<file path="config.mk">
export PLATFORM = sky130hd
export DESIGN_NAME = bcd_updown_counter
export DESIGN_NICKNAME = d
export VERILOG_FILES = /design/src/rtl/bcd_pkg.sv /design/src/rtl/bcd_digit.sv /design/src/rtl/bcd_updown_counter.sv
export SDC_FILE = /design/constraint.sdc
export NUM_CORES = 1
export LEC_CHECK = 0
export CAP_MARGIN = 40
export CORE_ASPECT_RATIO = 1.75
export CORE_UTILIZATION = 44
export DETAILED_ROUTE_END_ITERATION = 8
export PLACE_DENSITY = 0.8
export SLEW_MARGIN = 10
export SYNTH_ARGS = -nofsm -noshare
export SYNTH_HDL_FRONTEND = slang
export SYNTH_SLANG_ARGS = --single-unit
</file>
<file path="constraint.sdc">
create_clock -name clk -period 1.85 [get_ports clk]
set_input_delay 0.37 -clock clk [delete_from_list [all_inputs] [get_ports clk]]
set_output_delay 0.37 -clock clk [all_outputs]
set_load 0.005 [all_outputs]
</file>
<file path="src/rtl/bcd_pkg.sv">
// bcd_pkg: shared BCD digit type, digit limits and clamp helper.
package bcd_pkg;
    typedef logic [3:0] bcd_digit_t;
    localparam bcd_digit_t BCD_MAX = 4'd9;
    localparam bcd_digit_t BCD_MIN = 4'd0;
    function automatic bcd_digit_t bcd_clamp(input bcd_digit_t d);
        return (d > BCD_MAX) ? BCD_MAX : d;
    endfunction
endpackage

</file>
<file path="src/rtl/bcd_digit.sv">
// bcd_digit: one BCD digit register with load, up/down step and combinational carry/borrow out.
// cout reports "this digit and all below are at the terminal value", independent of en.
module bcd_digit
    import bcd_pkg::*;
(
    input  logic       clk,
    input  logic       reset_n,
    input  bcd_digit_t init,
    input  logic       load,
    input  bcd_digit_t load_val,
    input  logic       en,
    input  logic       up,
    input  logic       cin,
    output bcd_digit_t digit,
    output logic       cout
);
    bcd_digit_t nxt;
    always_comb begin
        nxt = digit;
        if (load)
            nxt = bcd_clamp(load_val);
        else if (en && cin)
            nxt = up ? ((digit == BCD_MAX) ? BCD_MIN : digit + 4'd1)
                     : ((digit == BCD_MIN) ? BCD_MAX : digit - 4'd1);
    end
    assign cout = cin && (up ? (digit == BCD_MAX) : (digit == BCD_MIN));
    always_ff @(posedge clk or negedge reset_n)
        if (!reset_n) digit <= bcd_clamp(init);
        else          digit <= nxt;
endmodule

</file>
<file path="src/rtl/bcd_updown_counter.sv">
// bcd_updown_counter: cascaded BCD up/down counter with load and terminal-count pulse.
// Define BCD_COUNTER_SAT_EN to saturate at all-9s/all-0s instead of wrapping.
module bcd_updown_counter
    import bcd_pkg::*;
#(
    parameter int                  DIGITS = 4,
    parameter logic [4*DIGITS-1:0] INIT   = '0
) (
    input  logic                clk,
    input  logic                reset_n,
    input  logic                en,
    input  logic                up,
    input  logic                load,
    input  logic [4*DIGITS-1:0] load_val,
    output logic [4*DIGITS-1:0] count,
    output logic                tc
);
    logic [DIGITS:0] chain;
    logic            step;
    logic            term;
    logic            adv;
    assign chain[0] = 1'b1;
    assign step     = en && !load;
    assign term     = chain[DIGITS];
`ifdef BCD_COUNTER_SAT_EN
    assign adv = step && !term;
`else
    assign adv = step;
`endif
    for (genvar i = 0; i < DIGITS; i++) begin : g_digit
        bcd_digit u_digit (
            .clk      (clk),
            .reset_n  (reset_n),
            .init     (INIT[4*i +: 4]),
            .load     (load),
            .load_val (load_val[4*i +: 4]),
            .en       (adv),
            .up       (up),
            .cin      (chain[i]),
            .digit    (count[4*i +: 4]),
            .cout     (chain[i+1])
        );
    end
    // A step attempted from the terminal value is the wrap (or saturation) event.
    always_ff @(posedge clk or negedge reset_n)
        if (!reset_n) tc <= 1'b0;
        else          tc <= step && term;
endmodule

</file>
# After elaboration in Yosys (flattened, before gate mapping)
# Cells that the tools add are included.
word_totals:
  regBits: 17
  latch_bits: 0
  mem_bits_rw: 0
  rom_bits: 0
  out_inout_bits: 17
  wordCells: 66
  memories: 0
classes:
  addsub: 8
  n_mul: 0
  div_mod_pow: 0
  n_lt_le_gt_ge: 4
  n_eq_ne: 4
  shift: 0
  muxes: 28
  bitwise_logic: 0
  n_reduce_logical: 17
op_table:
  columns: ["operator", "count"]
  rows:
  - ["2-to-1 mux 4 bit", 24]
  - ["adder 4 x 1 -> 4 bit, second input constant", 4]
  - ["== test 4 bit, second input constant", 4]
  - ["greater-than comparator 4 bit, second input constant", 4]
  - ["logical NOT 4 bit", 4]
  - ["subtractor 4 x 1 -> 4 bit, second input constant", 4]
  - ["logical AND 1 bit", 8]
  - ["nonzero test 2 bit", 4]
  - ["2-to-1 mux 1 bit", 4]
  - ["logical NOT 1 bit", 1]

# Longest topological paths before layout
logic_depth:
  depth_word: 7
  mapped_depth: 7
  ltp_nobuf: 5

# Worst setup path after synthesis
# Ideal clock, no wire load.
synth_timing:
  kind: "flip-flop to flip-flop"
  start: "register g_digit[0].u_digit.digit[2]"
  end: "register g_digit[3].u_digit.digit[3]"
  setup_time_ps: 76
  arrival_time_ps: 1810
  slack_ps: -36
  stages_incl_launch_ff: 7
  cell_sequence: "dfrtp_1 buf_2 nor3b_4 o21ai_2 nor4_4 mux2_2 o21ai_1"
synth_between:
  elab_chain_cells: 6
  elab_cells_between_ends: 7
  cone_classes: "1 x eq/ne; 1 x mux; 5 x reduce/logical"
synth_lines:
  columns: ["item", "line", "text"]
  rows:
  - ["start: declaration", "bcd_digit.sv:14", "output bcd_digit_t digit,"]
  - ["start signal: assignment", "bcd_digit.sv:28", "if (!reset_n) digit <= bcd_clamp(init);"]
  - ["start signal: assignment", "bcd_digit.sv:29", "else digit <= nxt;"]
  - ["== test 4 bit or logical NOT 4 bit (tied branches)", "bcd_digit.sv:26", "assign cout = cin && (up ? (digit == BCD_MAX) : (digit == BCD_MIN));"]
  - ["2-to-1 mux 1 bit (*)", "bcd_digit.sv:26", null]
  - ["logical AND 1 bit (*) (2 in series)", "bcd_digit.sv:26", null]
  - ["logical AND 1 bit (*)", "bcd_digit.sv:22", "else if (en && cin)"]
  - ["nonzero test 2 bit (no source line) (*)", null, null]
  - ["end signal: assignment", "bcd_digit.sv:28", null]
  - ["end signal: assignment", "bcd_digit.sv:29", null]
  - ["end: declaration", "bcd_digit.sv:14", null]
# Every way passes the cells marked *; elsewhere a longest branch is shown, timed or not.
# A chain may end at the register's enable or synchronous reset.

# Final worst setup path
layout_timing:
  start: "input up"
  end: "register g_digit[3].u_digit.digit[2]"
layout_between:
  elab_chain_cells: 5
  elab_cells_between_ends: 10
  cone_classes: "6 x mux; 4 x reduce/logical"
layout_lines:
  columns: ["item", "line", "text"]
  rows:
  - ["start: declaration", "bcd_updown_counter.sv:12", "input logic up,"]
  - ["2-to-1 mux 1 bit", "bcd_digit.sv:26", null]
  - ["logical AND 1 bit (2 in series)", "bcd_digit.sv:26", null]
  - ["logical AND 1 bit", "bcd_digit.sv:22", null]
  - ["nonzero test 2 bit (no source line)", null, null]
# Parallel ways exist; a longest one is shown, timed or not. The select of a mux whose other input is x is not followed.

==> results by group <==
Status
  – Status: finished, final reports clean

Logic synthesis
  – FF+latch count, synth: 17
  – Synth Warn #: 0
  – Cells after Synth: 184
  – Post-synth cell types: 47
  – Synthesized area: 1468 um2
  – Top-count cell post-synth: o21ai_0
  – Sequential fraction of the synthesis area: 0.2899
  – EDFF count, synth: 0
  – Post-synth top area share: 0.2899
  – Ys flop type: dfrtp_1
  – Synth area leaders: dfrtp_1 (29%), o21ai_0 (7.8%), xnor2_1 (4.2%), a21oi_1 (3.8%), clkbuf_1 (3.1%)
  – Asr flop ratio synth: 1.000
  – Post-Syn Nets: 205
  – Synth area leader: dfrtp_1
  – Avg Inst Size Synth: 7.976 um2
  – Most instantiated cells after synthesis: o21ai_0 (23), dfrtp_1 (17), clkbuf_1 (12)

Routing
  – Routed wire length: 4.119 mm
  – Total number of vias: 1674
  – TritonRoute pass-1 iters: 4
  – First DRT Iteration DRCs: 45
  – DRC: 0
  – DR WL/cell: 14.55 um
  – Vias per cell: 5.915
  – Remaining antenna violation count: 0

Worst setup path
  – CP Capture Type: flip-flop
  – CP max-delay cell: nor4_4
  – Critical path launch point type: input pin
  – CP top delay family: buffers and inverters
  – Max stage delay on crit path: 0.33 ns
  – Worst Path Required: 1.98 ns
  – WP buf/inv: 3
  – Type of the worst setup path: in -> reg
  – Crit path DAT: 1.91 ns
  – Crit-path cells: clkdlybuf4s15_2, buf_4, nor3_2, o21ai_1, nor4_4, buf_4, mux2i_1, o21ai_1
  – Crit-path max FO: 8

Die
  – Die footprint: 3580 um2
  – Die X: 45.66 um
  – Row cnt: 27
  – I/O pin count: 38
  – Die Y: 78.40 um
  – Initial Util: 0.4622
  – CORE AREA: 3176 um2

STA
  – Slew at the pin with the worst max-slew slack: 0.3523 ns
  – Final Hold Viols: 0
  – Period minus WS final: 1.773 ns
  – Setup ws final: 0.07720 ns
  – TNS Setup: 0 ns
  – Max Freq: 564.1 MHz
  – Worst rel slew slack: 0.7622
  – Part of the cycle the worst path needs: 0.9583
  – Setup-failing EPs final: 0
  – Worst hold margin: 0.4382 ns
  – Fin. max-slew vios: 0
  – Clk_skew: 0.002213 ns

Clock tree
  – CTS max path bufs: 2
  – Skew-Pair Late Insertion Delay: 0.25 ns
  – Htree depth: 1
  – CTS root buf: clkbuf_8
  – CTS Buf Count: 3
  – Worst-path clk slew: 0.07 ns
  – CTS tree: built
  – CTS Hold Bufs: 0
  – Clock sink count: 17
  – Postcts setup bufs: 0

Placed design
  – Placement Setup Slack: -0.4430 ns
  – Placed cell areas: 2066 um2
  – IO buf count: 37
  – RePlAce Congestion: 0.8774
  – DPL Wire Length: 3.053 mm

Finish
  – Post-route cell area: 2152 um2
  – Antenna cells: 0
  – Share of cells above drive strength 1: 0.1958
  – Fin nets: 262
  – Layout Area Growth over Synthesis: 46.63%
  – Final Util: 0.6777

Pwr
  – Peak VDD IR: 0.4841 mV
  – P_leak: 0.0008503 uW
  – Power per cell area: 598.7 nW/um2

Run
  – Max_cap viols: 0

Global routing
  – First-pass GRT wire length: 6.962 mm
  – Pin count of the biggest net entering global routing: 32
  – Grt ovf: 0
  – Total track usage: 0.2556
  – Vias in the first global route: 1609
  – Initial antenna violation count: 0

Min path
  – Min-delay worst type: in -> async
## report_power, final
| group | internal, uW | switching, uW |
|---|---|---|
| clock network | 153 | 128 |
| logic | 297 | 262 |
| registers | 408 | 39.5 |
| total | 859 | 430 |
## metal layers
| layer | wire length [um] | track usage | vias to the layer above |
|---|---|---|---|
| li1 | - | - | 806 |
| met1 | 1477 | 0.2809 | 811 |
| met2 | 2453 | 0.4771 | 47 |
| met3 | 116 | 0.02069 | 10 |
| met4 | 72 | 0.08485 | 0 |
| met5 | 0 | 0 | - |
## state kept, by name, indices dropped and copies added, names as in the netlist
| name | count |
|---|---|
| g_digit.u_digit.digit | 16 |
| tc | 1 |
## path summary, 6_finish.rpt
| check | startpoint | to | slack, ns | cells past startpoint |
|---|---|---|---|---|
| max in group asynchronous | reset_n | g_digit[2].u_digit.digit[1] | 1.21 | 2 |
| max | up | g_digit[3].u_digit.digit[2] | 0.08 | 8 |
| min | reset_n | g_digit[0].u_digit.digit[1] | 0.44 | 2 |
| min reg2reg | g_digit[3].u_digit.digit[1] | tc | 0.61 | 2 |
| max reg2reg | g_digit[2].u_digit.digit[2] | g_digit[3].u_digit.digit[2] | 0.15 | 6 |
| min in group clk | g_digit[3].u_digit.digit[1] | tc | 0.61 | 2 |
## cell usage in the layout (no fill, tap or decap), types with 4 or more instances in the layout
master / synthesis / routed
dfrtp_1: 17 / 17
o21ai_0: 23 / 22
nand2_1: 8 / 8
a31oi_1: 5 / 5
o21ai_1: 4 / 5
a21oi_1: 11 / 11
and3_1: 4 / 4
nand2b_1: 4 / 4
nor2_1: 7 / 7
xnor2_1: 7 / 7
mux2i_1: 4 / 4
inv_1: 6 / 6
clkdlybuf4s50_1: 0 / 34
nand3_1: 5 / 5
o21a_1: 5 / 4
nand3b_1: 6 / 6
nor3_1: 7 / 6
buf_4: 0 / 32
## cells by family after synthesis
logic type,share of synthesized area
compound gates,0.2933
simple gates,0.2549
flops,0.2899
xor+xnor,0.05371
mux,0.04263
buf+inv,0.06564
## final cells by class
cell class              count  area (um2)
repair buffers             70       628.1
multi-input cells         143       977.2
fillers                   287        1023
clock buffers               4       45.04
flip-flops and latches     17       425.4
well taps                  43       53.80
inverters                   6       22.52
## repair_timing
action | in CTS | in global routing
pin swaps | 1 | 3
setup endpoints to repair | 11 | 8
hold endpoints to repair | 0 | 0
gates resized for setup | 5 | 8
## stage by stage
step / instances / total power [uW]
4_1_cts: 283 / 1274
3_5_place_dp: 279 / 993.2
2_1_floorplan: 184 / 731.8
6_report: 283 / 1288
3_3_place_gp: 279 / 982.5
5_1_grt: 283 / 1363
Note: power is estimated with default switching activity, not from simulation.
